## config.mk

```make
export PLATFORM = sky130hd
export DESIGN_NAME = fp_exec_ctrl
export DESIGN_NICKNAME = d
export VERILOG_FILES = /design/src/rtl/fp_ctrl_pkg.sv /design/src/rtl/fp_op_classifier.sv /design/src/rtl/fp_exec_ctrl.sv
export SDC_FILE = /design/constraint.sdc
export NUM_CORES = 1
export LEC_CHECK = 0
export CAP_MARGIN = 25
export CORE_ASPECT_RATIO = 1.2
export CORE_MARGIN = 5
export CORE_UTILIZATION = 53
export CTS_CLUSTER_SIZE = 30
export DETAILED_ROUTE_END_ITERATION = 7
export HOLD_SLACK_MARGIN = 0.03
export PLACE_DENSITY_LB_ADDON = 0.1
export SLEW_MARGIN = 20
export SYNTH_ARGS = -nofsm -noshare
export SYNTH_HDL_FRONTEND = slang
export SYNTH_SLANG_ARGS = --single-unit
```

## constraint.sdc

```tcl
create_clock -name CLK -period 3.9 [get_ports CLK]
set_input_delay 0.78 -clock CLK [delete_from_list [all_inputs] [get_ports CLK]]
set_output_delay 0.78 -clock CLK [all_outputs]
set_load 0.01 [all_outputs]
```

## src/rtl/fp_ctrl_pkg.sv

```systemverilog
// Shared definitions for the FP execute controller: ALU control codes,
// controller FSM encoding and exception-flag bit positions.
package fp_ctrl_pkg;

  localparam logic [4:0] ALU_FADD      = 5'b00100;
  localparam logic [4:0] ALU_FSUB      = 5'b00111;
  localparam logic [4:0] ALU_FCVT_WU_S = 5'b10100;
  localparam logic [4:0] ALU_FCVT_W_S  = 5'b10101;
  localparam logic [4:0] ALU_FCVT_S_WU = 5'b10110;
  localparam logic [4:0] ALU_FCVT_S_W  = 5'b10111;
  localparam logic [4:0] ALU_FMIN      = 5'b01011;

  localparam logic [1:0] ST_IDLE  = 2'd0;
  localparam logic [1:0] ST_START = 2'd1;
  localparam logic [1:0] ST_WAIT  = 2'd2;
  localparam logic [1:0] ST_DONE  = 2'd3;

  // Flag vector layout is {NV,DZ,OF,UF,NX}
  localparam int FLAG_NV = 4;
  localparam int FLAG_DZ = 3;
  localparam int FLAG_OF = 2;
  localparam int FLAG_UF = 1;
  localparam int FLAG_NX = 0;

endpackage

```

## src/rtl/fp_op_classifier.sv

```systemverilog
// Decides whether an FP-class ALU control code needs the iterative FPU
// (add/sub and int<->float conversions) or completes in a single cycle.
module fp_op_classifier
  import fp_ctrl_pkg::*;
#(
  parameter int OP_W = 5
) (
  input  logic [OP_W-1:0] i_alu_ctrl,
  output logic            o_is_multi
);

  always_comb begin
    o_is_multi = (i_alu_ctrl == OP_W'(ALU_FADD))      ||
                 (i_alu_ctrl == OP_W'(ALU_FSUB))      ||
                 (i_alu_ctrl == OP_W'(ALU_FCVT_WU_S)) ||
                 (i_alu_ctrl == OP_W'(ALU_FCVT_W_S))  ||
                 (i_alu_ctrl == OP_W'(ALU_FCVT_S_WU)) ||
                 (i_alu_ctrl == OP_W'(ALU_FCVT_S_W));
  end

endmodule

```

## src/rtl/fp_exec_ctrl.sv

```systemverilog
// Execute-stage sequencer between the ALU decoder and an iterative FPU:
// starts multi-cycle ops, stalls the core until done/timeout, gates the write, keeps sticky fflags.
module fp_exec_ctrl
  import fp_ctrl_pkg::*;
#(
  parameter int TIMEOUT = 32,
  parameter int OP_W    = 5,
  parameter int FLAG_W  = 5
) (
  input  logic              CLK,
  input  logic              RST,
  input  logic              issue_valid,
  input  logic [OP_W-1:0]   alu_ctrl,
  input  logic              cache_stall,
  input  logic              fpu_done,
  input  logic [FLAG_W-1:0] fpu_exc,
  input  logic              fflags_clr,
  output logic              fpu_start,
  output logic [OP_W-1:0]   fpu_op,
  output logic              stall_core,
  output logic              result_we,
  output logic [FLAG_W-1:0] fflags,
  output logic              busy,
  output logic              timeout_err
);

  localparam int             CNT_W    = $clog2(TIMEOUT + 1);
  localparam logic [CNT_W-1:0] LAT_LAST = CNT_W'(TIMEOUT - 1);

  logic [1:0]        r_state;
  logic [OP_W-1:0]   r_op;
  logic [CNT_W-1:0]  r_lat;
  logic [FLAG_W-1:0] r_fflags;
  logic              r_tmo;
  logic [FLAG_W-1:0] r_exc;

  logic [1:0]        w_state_nx;
  logic [CNT_W-1:0]  w_lat_nx;
  logic [OP_W-1:0]   w_op_nx;
  logic              w_cap;
  logic [FLAG_W-1:0] w_cap_exc;
  logic              w_tmo_set;
  logic [FLAG_W-1:0] w_inc_exc;
  logic [FLAG_W-1:0] w_fflags_nx;
  logic              w_is_multi;
  logic              w_accept;
  logic              w_idle;
  logic              w_single_we;
  logic              w_done_we;

  fp_op_classifier #(.OP_W(OP_W)) u_classifier (
    .i_alu_ctrl (alu_ctrl),
    .o_is_multi (w_is_multi)
  );

  assign w_accept    = issue_valid & ~cache_stall;
  assign w_idle      = (r_state == ST_IDLE);
  assign w_single_we = w_idle & w_accept & ~w_is_multi;
  assign w_done_we   = (r_state == ST_DONE) & ~cache_stall;

  always_comb begin
    w_state_nx = r_state;
    w_lat_nx   = r_lat;
    w_op_nx    = r_op;
    w_cap      = 1'b0;
    w_cap_exc  = '0;
    w_tmo_set  = 1'b0;
    case (r_state)
      ST_IDLE: begin
        if (w_accept && w_is_multi) begin
          w_state_nx = ST_START;
          w_op_nx    = alu_ctrl;
        end
      end
      ST_START: begin
        w_state_nx = ST_WAIT;
        w_lat_nx   = '0;
      end
      ST_WAIT: begin
        w_lat_nx = r_lat + 1'b1;
        // A done arriving on the last permitted cycle still wins over the timeout
        if (fpu_done) begin
          w_state_nx = ST_DONE;
          w_cap      = 1'b1;
          w_cap_exc  = fpu_exc;
        end else if (r_lat == LAT_LAST) begin
          w_state_nx         = ST_DONE;
          w_cap              = 1'b1;
          w_cap_exc[FLAG_NV] = 1'b1;
          w_tmo_set          = 1'b1;
        end
      end
      ST_DONE: begin
        if (!cache_stall) w_state_nx = ST_IDLE;
      end
      default: w_state_nx = ST_IDLE;
    endcase
  end

  // Clear wipes only the previously accumulated flags; this cycle's flags survive
  always_comb begin
    w_inc_exc = '0;
    if (w_single_we)    w_inc_exc = fpu_exc;
    else if (w_done_we) w_inc_exc = r_exc;
    w_fflags_nx = (fflags_clr ? '0 : r_fflags) | w_inc_exc;
  end

  always_ff @(posedge CLK or negedge RST) begin
    if (!RST) begin
      r_state  <= ST_IDLE;
      r_op     <= '0;
      r_lat    <= '0;
      r_fflags <= '0;
      r_tmo    <= 1'b0;
    end else begin
      r_state  <= w_state_nx;
      r_op     <= w_op_nx;
      r_lat    <= w_lat_nx;
      r_fflags <= w_fflags_nx;
      r_tmo    <= r_tmo | w_tmo_set;
    end
  end

  always_ff @(posedge CLK) begin
    if (w_cap) r_exc <= w_cap_exc;
  end

  // Combinational outputs are held low while reset is asserted
  assign fpu_start   = RST & (r_state == ST_START);
  assign fpu_op      = RST ? (w_idle ? alu_ctrl : r_op) : '0;
  assign stall_core  = RST & ((w_idle & w_accept & w_is_multi) |
                              (r_state == ST_START) | (r_state == ST_WAIT));
  assign result_we   = RST & (w_single_we | w_done_we);
  assign fflags      = r_fflags;
  assign busy        = ~w_idle;
  assign timeout_err = r_tmo;

endmodule

```

After elaboration in Yosys (flattened, before gate mapping) --
Index checks and enable logic that the tools add are counted.
Storage, ports and cells: input bits 16, word-level logic and storage cells 65, output and inout bits 15, register bits after elaboration 24
Operators by class: multiplexer cells 17, $add $sub $neg 1, equal/unequal tests 13, reduce and logical (&&, ||, !) cells 11, bitwise operators 16
Operators by type and width (number):
- two-way mux 5 bit | 5
- equality test 5 bit (second input constant) | 4
- one-hot mux 6 bit (2 select lines) | 1
- equality test 5 x 3 -> 1 bit (second input constant) | 2
- AND 1 bit | 8
- two-way mux 2 bit | 4
- one-hot mux 2 bit (4 select lines) | 1
- adder 6 x 1 -> 6 bit (second input constant) | 1
- equality test 6 x 5 -> 1 bit (second input constant) | 1
- two-way mux 1 bit | 6
- logical OR 1 bit | 5
- OR 5 bit | 1
- equality test 2 bit (second input constant) | 2
- OR 1 bit | 4
- AND reduction 2 bit | 2
- != test 3 bit (second input constant) | 1
- NOT 1 bit | 3
- AND reduction 3 bit | 1
- equality test 2 x 1 -> 1 bit (second input constant) | 1
- logical NOT 2 bit | 1
- != test 2 x 1 -> 1 bit (second input constant) | 1
- != test 2 bit (second input constant) | 1
- nonzero test 2 bit | 1
- logical AND 1 bit | 1

Depth between registers and ports, before layout --
depth after elaboration 10, gate-level depth with buffers 8, mapped depth without buffers 6

Hierarchy --
A second synthesis with hierarchy kept.
Second synthesis, totals: cells, all modules 120, area total of the unflattened synthesis 1292.5 µm²
Modules (own cells, without submodules):
- fp_exec_ctrl | cells an instance 117, area each 1270.0 µm², instances 1, sequential area each 625.6 µm²
- fp_op_classifier | cells an instance 3, area each 22.5 µm², instances 1, sequential area each 0.0 µm²

Worst setup path before layout --
OpenSTA, ideal clock, no wires.
path kind input port to output port, start input alu_ctrl[1], end output stall_core, buffers on the path 0, required time 3120 ps, data arrival time 1656 ps, stages on the path 4, path slack 1464 ps, path through xor2_1 a21oi_2 nand2_2 a21boi_0
On the way: cells in the longest elaborated chain, start to end 10, elaborated cells on any way between the ends 15, classes of those cells eq/ne (6); bitwise (4); reduce/logical (5)
Ends and longest elaborated chain:
- start, declared | RTL line fp_exec_ctrl.sv:13 | input logic [OP_W-1:0] alu_ctrl,
- equality test 5 x 3 -> 1 bit, on equally long branches | RTL line fp_op_classifier.sv:13, fp_op_classifier.sv:14
- logical OR 1 bit | RTL line fp_op_classifier.sv:13 | o_is_multi = (i_alu_ctrl == OP_W'(ALU_FADD)) ||
- logical OR 1 bit | RTL line fp_op_classifier.sv:14 | (i_alu_ctrl == OP_W'(ALU_FSUB)) ||
- logical OR 1 bit | RTL line fp_op_classifier.sv:15 | (i_alu_ctrl == OP_W'(ALU_FCVT_WU_S)) ||
- logical OR 1 bit | RTL line fp_op_classifier.sv:16 | (i_alu_ctrl == OP_W'(ALU_FCVT_W_S)) ||
- logical OR 1 bit (*) | RTL line fp_op_classifier.sv:17 | (i_alu_ctrl == OP_W'(ALU_FCVT_S_WU)) ||
- AND 1 bit (*) | RTL line fp_exec_ctrl.sv:131 | assign stall_core = RST & ((w_idle & w_accept & w_is_multi) |
- OR 1 bit (*) | RTL line fp_exec_ctrl.sv:131
- OR 1 bit (*) | RTL line fp_exec_ctrl.sv:132 | (r_state == ST_START) | (r_state == ST_WAIT));
- AND 1 bit (*) | RTL line fp_exec_ctrl.sv:131
- end, declared | RTL line fp_exec_ctrl.sv:20 | output logic stall_core,
Mark *: on every way between the ends. The rest lies on a longest branch, timed or not.

Final worst setup path --
Ends and elaborated chain as after synthesis.

==> flow_summary.ini <==
[timing]
fin_crit_ns = 3.44
rsz0062_at_grt = no
whs_ns = 0.478
final-hold-violation-count = 0
setup_viol = 0
period_share_pct = 88.2
maxSlewViolCount = 0
setup_tns_ns = 0
tightest_slew_ns = 0.536
clock_skew_ns = 0.00261
max_slew_margin_pct = 64.3
max_freq_ghz = 0.291

[floorplan]
initial_core_util_pct = 54.3
coreArea_mm2 = 0.00250
io_pins = 31
dieHeight_um = 65.4
std_cell_rows = 20
die_area_mm2 = 0.00368
die_x_um = 56.2

[hold_path]
min_to = timeout_err
hp-class = reg2reg
min_from = timeout_err
hold_depth = 1

[clocking]
ctsResizeCount = 0
root_buffer = clkbuf_4
cts_max_path_buffers = 2
htreeDepth = 1
clkTransAtPathRegs_ns = 0.12
hold_buffers = 0
cts.sinks = 24
clk_latency_ns = 0.31
postCtsSetupRepairBufs = 0
cts_tree = yes
tritoncts.num_buffers = 3

[route]
wl_per_cell_um = 13.0
drc = 0
wirelength_mm = 2.61
detailroute.via_count = 1071
route.met2.wl_mm = 1.41
drt_first_iter_violations = 12
met3WireLength_um = 120
vias_per_cell = 5.36
ant_nets = 0
met1_length_mm = 1.06
top_layer = met4
dr.pass1.iters = 4

[logic_synthesis]
synth_seq_area_share_pct = 46.1
post-synth-top-area-cell = dfrtp_1
yosysMostFrequentCell = inv_1
syn_inst = 135
netlist_area_mm2 = 0.00136
synth_top_area_share_pct = 35.0
syn_avg_cell_area_um2 = 10.1
async_flop_share_pct = 79.2
yosys_warnings = 0
ys_seq_elements = 24
ys.flop_type = dfrtp_1
synthTopCellsByCount = 20 x inv_1, 19 x dfrtp_1
synth_fp_nets = 156
ys_top_cells_by_area = dfrtp_1 35%, edfxtp_1 11%, inv_1 5.5%
synth_cell_type_count = 40
synth_edf_count = 5

[global_routing]
antenna_found_initial = 0
grt-ovfl-total = 0
grt_pass1_vias = 1085
grt_pass1_wl_mm = 4.51
grt_max_degree = 14
grt_usage_pct = 15.3

[worst_setup_path]
r2r_cells = 5
worstPathArrival_ns = 2.66
crit_path_start = alu_ctrl[1]
reg2reg_from = r_state[0]
crit_path_start_kind = input pin
critical_path_buf_inv_count = 2
cp.required_ns = 3.12
r2r_setup_slack_ns = 1.89
cp_cell_sequence = clkdlybuf4s50_1 > xor2_1 > a21oi_2 > nand2_2 > a21boi_0 > clkdlybuf4s50_1
critPathKind = in2out
timing.rr.end = r_state[1]
slowest_stage = clkdlybuf4s50_1
crit_path_max_fanout = 7
cp_common_cell = clkdlybuf4s50_1
slowest_delay_ns = 0.56
cp-end-kind = output pin
critical_path.top_delay_family = buffers and inverters

[finish]
drive_gt1_share_pct = 8.98
stdcell_area_mm2 = 0.00171
fin_nets = 189
antenna_cells = 0
fillerInstances = 200
instances_no_fill = 200
area_growth_pct = 26.0

[power]
power_leakage_uw = 0.000740
power_uw = 973
ir_worst_vdd_mv = 0.339
power.density_mw_per_mm2 = 569

[placed_design]
gp_congestion = 0.710
dp.cells = 196
dp_hpwl_mm = 2.14
place_area_mm2 = 0.00168
port_buffers = 30

[status]
outcome = complete, no violations

[run]
cap_violations = 0
logic make-up after synthesis:
kind of cell / synth area share, %
DFF: 46.1
buffers and inverters: 8.39
muxes: 6.91
AOI/OAI and AO/OA: 13.8
adders and majority gates: 4.61
and+or+nand+nor: 18.9
xor gates and xnor gates: 1.29
layout make-up:
class	count	area [um^2]	area share (%)
sequential	24	626	36.6
multi-input combinational	86	618	36.1
timing repair buffer	32	315	18.4
inverter	21	83.8	4.90
tap	33	41.3	2.41
clock buffer	3	22.5	1.32
clock inverter	1	3.75	0.219
registers in the layout, indices dropped and copies added, names as in the netlist:
name and cells:
fflags 5, r_op 5, r_exc 5, r_state 2, r_lat 6, timeout_err 1
routing by layer:
| metal | GRT usage [%] | vias to the layer above |
|---|---|---|
| li1 | - | 535 |
| met1 | 16.2 | 512 |
| met2 | 29.8 | 20 |
| met3 | 2.75 | 4 |
| met4 | 5.34 | 0 |
| met5 | 0 | - |
layout by cell type (no fill, tap or decap), types with 2 or more instances in the layout:
| cell type | instances |
|---|---|
| a21oi_1 | 3 |
| a2bb2oi_1 | 5 |
| and2_1 | 3 |
| and3_1 | 4 |
| buf_4 | 2 |
| clkbuf_4 | 3 |
| clkdlybuf4s50_1 | 30 |
| dfrtp_1 | 19 |
| edfxtp_1 | 5 |
| ha_1 | 5 |
| inv_1 | 20 |
| mux2_1 | 2 |
| mux2i_1 | 6 |
| nand2_1 | 2 |
| nand2b_1 | 2 |
| nand3_1 | 4 |
| nor2_1 | 5 |
| nor2b_1 | 6 |
| nor3_1 | 6 |
| o21ai_0 | 5 |
| o21ai_1 | 3 |
| o22ai_1 | 6 |
| xor2_1 | 2 |
worst max-delay path by stage:
stage               cells after the start    endpoint
detailed placement                      6  stall_core
floorplan                               4  stall_core
CTS                                     6  stall_core
global placement                        6  stall_core
global route                            6  stall_core
finish                                  6  stall_core
report_power, final:
group	internal (uW)	total (uW)	switching (uW)	leakage [uW]
registers	333	375	41.5	0.000297
clock network	37.4	108	70.4	0.0000154
logic	246	491	244	0.000428
per-stage QoR:
stage                     setup slack, ns  utilization, %
after global routing                0.237            68.4
after detailed placement            0.450            67.3
after CTS                           0.447            68.4
after floorplan                      1.46               -
after global placement              0.492            67.3
final                               0.460            68.4
Power figures use the tool's default switching activity.
